**src/rtl/fp_round_pkg.sv**
```systemverilog
// Shared types and constants for the linear-to-floating-point encoder.
// Holds the rounding-mode codes, the FSM states and the input-width helper.
package fp_round_pkg;

  localparam logic [1:0] RM_TRUNC   = 2'b00;
  localparam logic [1:0] RM_HALF_UP = 2'b01;
  localparam logic [1:0] RM_RNE     = 2'b10;

  typedef enum logic [1:0] {
    ST_IDLE,
    ST_NORM,
    ST_ROUND,
    ST_HOLD
  } state_t;

  function automatic int calc_in_w(input int exp_w, input int sig_w);
    return sig_w + (1 << exp_w);
  endfunction

endpackage

```
**src/rtl/fp_round_stage.sv**
```systemverilog
// Rounds a normalised (e, f, g, s) tuple and handles significand carry-out and exponent saturation.
// Purely combinational (0 cycles); it has no flow control of its own.
module fp_round_stage
  import fp_round_pkg::*;
#(
  parameter int EXP_W = 3,
  parameter int SIG_W = 4
) (
  input  logic [EXP_W-1:0] i_e,
  input  logic [SIG_W-1:0] i_f,
  input  logic             i_g,
  input  logic             i_s,
  input  logic [1:0]       i_mode,
  output logic [EXP_W-1:0] o_e,
  output logic [SIG_W-1:0] o_f,
  output logic             o_ovf,
  output logic             o_inexact
);

  logic w_inc;

  always_comb begin
    case (i_mode)
      RM_TRUNC: w_inc = 1'b0;
      RM_RNE:   w_inc = i_g & (i_s | i_f[0]);
      default:  w_inc = i_g;
    endcase
  end

  always_comb begin
    o_e       = i_e;
    o_f       = i_f;
    o_ovf     = 1'b0;
    o_inexact = i_g | i_s;
    if (w_inc) begin
      if (&i_f) begin
        // Carry out of the significand: renormalise, or saturate at the top exponent.
        if (i_e != {EXP_W{1'b1}}) begin
          o_e = i_e + EXP_W'(1);
          o_f = {1'b1, {(SIG_W-1){1'b0}}};
        end else begin
          o_ovf = 1'b1;
        end
      end else begin
        o_f = i_f + SIG_W'(1);
      end
    end
  end

endmodule

```
**src/rtl/fp_round_encoder.sv**
```systemverilog
// Two's-complement sample to sign/exponent/significand encoder with selectable rounding.
// Latency k+2 cycles (k = normalising shifts); holds the result until out_ready, accepts one sample at a time.
module fp_round_encoder
  import fp_round_pkg::*;
#(
  parameter int EXP_W = 3,
  parameter int SIG_W = 4,
  localparam int IN_W = calc_in_w(EXP_W, SIG_W)
) (
  input  logic             clk,
  input  logic             rst,
  input  logic             in_valid,
  output logic             in_ready,
  input  logic [IN_W-1:0]  in_data,
  input  logic [1:0]       in_mode,
  output logic             out_valid,
  input  logic             out_ready,
  output logic             out_sign,
  output logic [EXP_W-1:0] out_exp,
  output logic [SIG_W-1:0] out_sig,
  output logic             out_ovf,
  output logic             out_inexact
);

  localparam int MAG_W = IN_W - 1;
  localparam logic [EXP_W-1:0] MAXE = '1;

  state_t           r_state;
  logic             r_sign;
  logic [MAG_W-1:0] r_mag;
  logic [1:0]       r_mode;
  logic [EXP_W-1:0] r_e;
  logic             r_clamp;
  logic             r_out_valid;
  logic             r_out_sign;
  logic [EXP_W-1:0] r_out_exp;
  logic [SIG_W-1:0] r_out_sig;
  logic             r_out_ovf;
  logic             r_out_inexact;

  logic             w_min;
  logic [MAG_W-1:0] w_mag;
  logic [SIG_W-1:0] w_f;
  logic             w_g;
  logic             w_s;
  logic [EXP_W-1:0] w_new_e;
  logic [SIG_W-1:0] w_new_f;
  logic             w_ovf;
  logic             w_inexact;

  // The most negative input has no positive counterpart in MAG_W bits, so it clamps.
  assign w_min = in_data[IN_W-1] & ~(|in_data[MAG_W-1:0]);
  assign w_mag = w_min ? {MAG_W{1'b1}} :
                 in_data[IN_W-1] ? (~in_data[MAG_W-1:0] + MAG_W'(1)) : in_data[MAG_W-1:0];

  assign w_f = r_mag[MAG_W-1 -: SIG_W];
  assign w_g = r_mag[MAG_W-1-SIG_W];
  assign w_s = |r_mag[MAG_W-2-SIG_W:0];

  fp_round_stage #(
    .EXP_W(EXP_W),
    .SIG_W(SIG_W)
  ) u_round (
    .i_e      (r_e),
    .i_f      (w_f),
    .i_g      (w_g),
    .i_s      (w_s),
    .i_mode   (r_mode),
    .o_e      (w_new_e),
    .o_f      (w_new_f),
    .o_ovf    (w_ovf),
    .o_inexact(w_inexact)
  );

  always_ff @(posedge clk or posedge rst) begin
    if (rst) begin
      r_state       <= ST_IDLE;
      r_sign        <= 1'b0;
      r_mag         <= '0;
      r_mode        <= RM_TRUNC;
      r_e           <= '0;
      r_clamp       <= 1'b0;
      r_out_valid   <= 1'b0;
      r_out_sign    <= 1'b0;
      r_out_exp     <= '0;
      r_out_sig     <= '0;
      r_out_ovf     <= 1'b0;
      r_out_inexact <= 1'b0;
    end else begin
      case (r_state)
        ST_IDLE: begin
          if (in_valid) begin
            r_sign  <= in_data[IN_W-1];
            r_mag   <= w_mag;
            r_mode  <= in_mode;
            r_e     <= MAXE;
            r_clamp <= w_min;
            r_state <= ST_NORM;
          end
        end
        ST_NORM: begin
          if (r_e == '0 || r_mag[MAG_W-1]) begin
            r_state <= ST_ROUND;
          end else begin
            r_mag <= {r_mag[MAG_W-2:0], 1'b0};
            r_e   <= r_e - EXP_W'(1);
          end
        end
        ST_ROUND: begin
          r_out_sign    <= r_sign;
          r_out_exp     <= w_new_e;
          r_out_sig     <= w_new_f;
          r_out_ovf     <= w_ovf | r_clamp;
          r_out_inexact <= w_inexact;
          r_out_valid   <= 1'b1;
          r_state       <= ST_HOLD;
        end
        ST_HOLD: begin
          if (out_ready) begin
            r_out_valid <= 1'b0;
            r_state     <= ST_IDLE;
          end
        end
        default: r_state <= ST_IDLE;
      endcase
    end
  end

  assign in_ready    = (r_state == ST_IDLE);
  assign out_valid   = r_out_valid;
  assign out_sign    = r_out_sign;
  assign out_exp     = r_out_exp;
  assign out_sig     = r_out_sig;
  assign out_ovf     = r_out_ovf;
  assign out_inexact = r_out_inexact;

endmodule

```
**config.mk**
```make
export PLATFORM = sky130hd
export DESIGN_NAME = fp_round_encoder
export DESIGN_NICKNAME = d
export VERILOG_FILES = /design/src/rtl/fp_round_pkg.sv /design/src/rtl/fp_round_stage.sv /design/src/rtl/fp_round_encoder.sv
export SDC_FILE = /design/constraint.sdc
export NUM_CORES = 1
export LEC_CHECK = 0
export ABC_AREA = 1
export BUFFER_PORTS_ARGS = -buffer_cell sky130_fd_sc_hd__buf_4
export CORE_MARGIN = 1.5
export CORE_UTILIZATION = 50
export CTS_CLUSTER_DIAMETER = 50
export DETAILED_ROUTE_END_ITERATION = 16
export PLACE_DENSITY = 0.71
export SLEW_MARGIN = 15
export SYNTH_ARGS = -nofsm -noshare
export SYNTH_HDL_FRONTEND = slang
export SYNTH_SLANG_ARGS = --single-unit
```
**constraint.sdc**
```tcl
create_clock -name clk -period 3.7 [get_ports clk]
set_clock_uncertainty 0.1 [all_clocks]
set_input_delay 0.185 -clock clk [delete_from_list [all_inputs] [get_ports clk]]
set_output_delay 0.185 -clock clk [all_outputs]
set_load 0.02 [all_outputs]
```
---- Yosys cells after proc, flatten, opt, wreduce, memory -nomap -nowiden ----
Index checks and enable logic that the tools add are counted.
storage, ports and cells
  flip-flop bits (word level) ............. 31
  input port bits ......................... 18
  output and inout port bits .............. 12
cells by class
  mux-type cells .......................... 24
  $add $sub $neg .......................... 4
  reduce and logical (&&, ||, !) cells .... 13
  equality and inequality tests ........... 9
  bitwise gates (word level) .............. 7
operator list
  kind                   count
  $mux 11                4
  $pmux 11 s2            1
  $mux 3                 5
  $mux 4                 3
  $add 11x1->11 const B  1
  $not 11->11            1
  $reduce_or 11->1       1
  $ne 2x2->1 const B     4
  $pmux 2 s4             1
  $eq 2x2->1 const B     3
  $mux 2                 3
  $pmux 3 s2             1
  $reduce_and 3->1       2
  $reduce_or 6->1        1
  $add 4x1->4 const B    1
  $logic_not 2->1        2
  $mux 1                 4
  $pmux 1 s2             2
  $reduce_and 2->1       2
  $reduce_and 4->1       1
  $reduce_bool 2->1      2
  $add 3x1->3 const B    1
  $logic_not 3->1        1
  $ne 3x3->1 const B     1
  6 further kinds        9

---- Depth between registers and ports, before layout ----
  word-level depth ........................ 6
  gate-level depth with buffers ........... 11
  depth with buffers taken out ............ 11

---- Modules after synthesis ----
A second synthesis with hierarchy kept.
second synthesis, totals
  cells, all modules ...................... 277
  area, all modules ....................... 2,037.0 sq um
modules (own cells, without submodules)
  module            area each (sq um)  times used  cells each
  fp_round_encoder  1,717.9            1           210
  fp_round_stage    319.1              1           67

---- Least setup slack after synthesis ----
OpenSTA, ideal clock, no wires.
  path kind ............................... reg-to-reg
  start ................................... register r_state[0]
  end ..................................... register r_mag[1]
  arrival ................................. 1.549 ns
  clock period less this slack ............ 1.771 ns
  path buffers ............................ 1
  setup slack ............................. 1.929 ns
  stages on the path, launching flop included .. 10
  path through ............................ dfrtp_1 inv_1 ha_1 inv_1 or2_1 nand2_2 inv_2 buf_6 o211ai_2 nand2_1
between the ends
  word-level cells in the longest chain between the ends .. 3
RTL lines
  what                                                              RTL line                 text
  from (decl)                                                       fp_round_encoder.sv:28   state_t r_state;
  from (signal assigned)                                            fp_round_encoder.sv:77   r_state <= ST_IDLE;
  from (signal assigned)                                            fp_round_encoder.sv:98   r_state <= ST_NORM;
  from (signal assigned)                                            fp_round_encoder.sv:103  r_state <= ST_ROUND;
  $logic_not 2->1 (*)                                               --
  via in_ready                                                      fp_round_encoder.sv:13   output logic in_ready,
  $ne 2x2->1 (no source line) or $reduce_bool 2->1 (tied branches)  --
  $reduce_and 3->1 (no source line)                                 --
  to (signal assigned)                                              fp_round_encoder.sv:94   r_mag <= w_mag;
  to (signal assigned)                                              fp_round_encoder.sv:105  r_mag <= {r_mag[MAG_W-2:0], 1'b0};
  to (decl)                                                         fp_round_encoder.sv:30   logic [MAG_W-1:0] r_mag;
The timed path passes the listed nets; every way through them passes the cells marked *.
A chain may end at the register's enable or synchronous reset.

---- Final worst setup path ----
  start ................................... register r_state[1]
  end ..................................... register r_e[2]
between the ends
  word-level cells in the longest chain between the ends .. 3
RTL lines
  what                                                              RTL line                 text
  $eq 2x1->1 or $logic_not 2->1 (tied branches)                     fp_round_encoder.sv:90   case (r_state)
  $ne 2x2->1 (no source line) or $reduce_bool 2->1 (tied branches)  --
  $reduce_and 3->1 (no source line)                                 --
  to (signal assigned)                                              fp_round_encoder.sv:106  r_e <= r_e - EXP_W'(1);
  to (decl)                                                         fp_round_encoder.sv:32   logic [EXP_W-1:0] r_e;
Parallel ways exist; a longest one is shown, timed or not.

==> impl_metrics.toml <==
[job]
drv_cap = 0

[yosys]
synth_cells = 286
synth_seq_cells = 31
yosys_warnings = 0
netlist.top_cell.by_area = "dfrtp_1"
synth_top_cells_by_area = "dfrtp_1 38%, nand2_1 18%, nand3_1 6.4%, inv_1 5.8%, ha_1 5.6%"
synth_top_area_share = 0.384
synth.cell_area_sq_um = 2020
synth_nets = 313
synth_area_per_cell_sq_um = 7.06
ys_types = 32
seq_area_frac_synth = 0.384

[place]
place_congestion = 0.797
port_buffers = 29
dpl.hpwl_microns = 3180

[clock_network]
ctsHoldBuffers = 1
cts.sinks = 31
cts_made_buffers = 5
post_cts_buffers = 0
postCtsResizedCells = 0
cts_max_level = 2
root_buffer = "clkbuf_8"
clkLatencyLatePin_ns = 0.28
clkTransAtPathRegs_ns = 0.06
tritoncts = "yes"
cts_max_path_buffers = 2

[routing]
drt_iter0_markers = 76
routedWlPerCell_microns = 11.3
antenna_left = 0
drt-pass1-iter-count = 4
vias = 1803
drc = 0
drt-vias-per-instance = 4.90
routed_wl_microns = 4140

[timing]
min_period_over_period = 0.585
fin_crit_ns = 2.16
relSlewSlack = 0.608
finalHoldViolations = 0
setup_tns_ns = 0
tightest_slew_ns = 0.588
setup_viol = 0
slew_viol_final = 0
max_freq_mhz = 462
rsz0062_at_grt = "false"

[worst_setup_path]
cp.arrival_ns = 2.23
reg2reg_depth = 9
crit_path_frequent_cell = "nand2_1"
path_cells = "inv_1, ha_1, nand2_1, o21ai_2, nand2_2, inv_2, nand2_1, nand2_1, nand3_1"
cp.depth = 9
worstPathRequired_ns = 3.77
setup.worst_path.start_class = "flip-flop"
end_kind = "flip-flop"
slowest_delay_ns = 0.54
critPathBufInv = 2
cp_slowest_cell = "ha_1"
crit_type = "flip-flop to flip-flop"
cp_top_family = "simple AND/OR/NAND/NOR gates"
critPathMaxFanout = 14

[floorplan]
start_util = 0.536
core_sq_um = 3770
fp-row-count = 22
die_x_microns = 66.6
die_height_microns = 66.6
io_pins = 30
dieArea_sq_um = 4430

[power_and_ir_drop]
p_leak_nw = 1.26
power_density_nw_per_um2 = 842
ir_worst_vdd_mv = 0.440

[finish]
post-route-util = 0.627
antennaDiodeCount = 0
fill_cells = 364
drive_above_1_share = 0.175
syn_to_final_growth_pct = 17.0
fin_nets = 346

[grt]
grt_pass1_vias = 1657
grt_util_all_layers = 0.217
antenna_found_initial = 0
grt_max_degree = 32
grt_remaining_overflow = 0
grt_pass1_wl_microns = 7320

[worst_hold_path]
holdPathStages = 2
min_path_type = "primary input to flip-flop"

[status]
status = "finished, final reports clean"
-- Yosys cell counts --
| library cell | number |
|---|---|
| nand2_1 | 97 |
| o31ai_1 | 1 |
| nand2_2 | 2 |
| a41oi_1 | 1 |
| clkinv_1 | 1 |
| a21oi_2 | 6 |
| mux2_2 | 1 |
| or2_1 | 1 |
| or2_2 | 1 |
| buf_6 | 2 |
| nand4_1 | 3 |
| nor2_2 | 1 |
| clkinv_2 | 1 |
| dfrtp_1 | 31 |
| nand3b_1 | 1 |
| a21oi_1 | 10 |
| inv_1 | 31 |
| ha_1 | 9 |
| o211ai_2 | 1 |
| buf_2 | 2 |
| clkbuf_1 | 2 |
| nand3_1 | 26 |
| o21ai_2 | 1 |
| o21ai_1 | 9 |
| nor3_1 | 1 |
| nand3_2 | 2 |
| nor2_1 | 22 |
| xnor2_1 | 1 |
| o21ai_0 | 15 |
| inv_2 | 2 |
| nor3_2 | 1 |
| xor2_1 | 1 |
-- flip-flops by register name (all words and copies together) (netlist names) --
signal,flops
out_ovf,1
out_sig,4
out_valid,1
r_mag,11
r_e,3
out_exp,3
r_sign,1
out_inexact,1
r_clamp,1
out_sign,1
r_mode,2
r_state,2
-- kinds of logic after synthesis --
kind of cell	share of synthesized area
buf+inv	0.0855
flops	0.384
xor+xnor	0.00868
fa+ha+maj	0.0558
compound gates	0.129
simple gates	0.331
mux	0.00558
-- worst paths after layout --
path                                             start                     end  slack, ns
worst max-delay path            r_state[1]$_DFFE_PP0P_      r_e[2]$_DFFE_PP0P_       1.54
worst min-delay path                        in_mode[1]   r_mode[1]$_DFFE_PP0P_       0.04
worst max register to register  r_state[1]$_DFFE_PP0P_      r_e[2]$_DFFE_PP0P_       1.54
worst min register to register    out_sign$_DFFE_PP0P_    out_sign$_DFFE_PP0P_       0.37
max in group asynchronous                          rst  r_state[0]$_DFFE_PP0P_       2.77
min in group asynchronous                          rst  out_sig[3]$_DFFE_PP0P_       0.44
-- report_power, final --
group	total [mW]	internal [mW]	switching, mW
Clock	0.253	0.132	0.122
Sequential	0.647	0.510	0.137
Combinational	1.09	0.409	0.679
-- per-layer routing --
metal | vias up | track usage | share of wire
li1 | 981 | - | -
met1 | 786 | 0.285 | 0.49
met2 | 32 | 0.350 | 0.46
met3 | 4 | 0.0456 | 0.035
met4 | 0 | 0.0842 | 0.011
met5 | - | 0 | 0
-- per-stage QoR --
step / power (mW) / cell area, sq um / worst slack, ns / hold slack, ns / std cells
after floorplan: 1.49 / 2020 / 1.93 / 0.189 / 286
after global placement: 1.72 / 2270 / 1.62 / 0.196 / 359
after detailed placement: 1.74 / 2270 / 1.53 / 0.197 / 359
after CTS: 2.00 / 2360 / 1.53 / 0.0341 / 368
after global routing: 2.20 / 2360 / 1.29 / 0.0327 / 368
final: 1.99 / 2360 / 1.54 / 0.0391 / 368
-- cell type report --
class | instances | area [sq um] | area share
multi-input combinational | 214 | 1070 | 0.453
sequential | 31 | 776 | 0.328
timing repair buffer | 32 | 243 | 0.103
inverter | 35 | 133 | 0.0561
clock buffer | 7 | 76.3 | 0.0323
tap | 48 | 60.1 | 0.0254
clock inverter | 1 | 5.00 | 0.00212
-- placed cells by master, fill, tap and decap left out, types with 2 or more instances in the layout --
cell	netlist	routed
o21ai_1	9	9
clkbuf_8	0	5
buf_4	0	31
nor2_1	22	22
a21oi_2	6	6
nand3_2	2	2
inv_1	31	31
nand3_1	26	26
a21oi_1	10	10
ha_1	9	9
inv_2	2	2
nand4_1	3	3
clkinv_2	1	2
clkbuf_1	2	2
nand2_1	97	97
dfrtp_1	31	31
nand2_2	2	2
o21ai_0	15	15
Power figures use the tool's default switching activity.
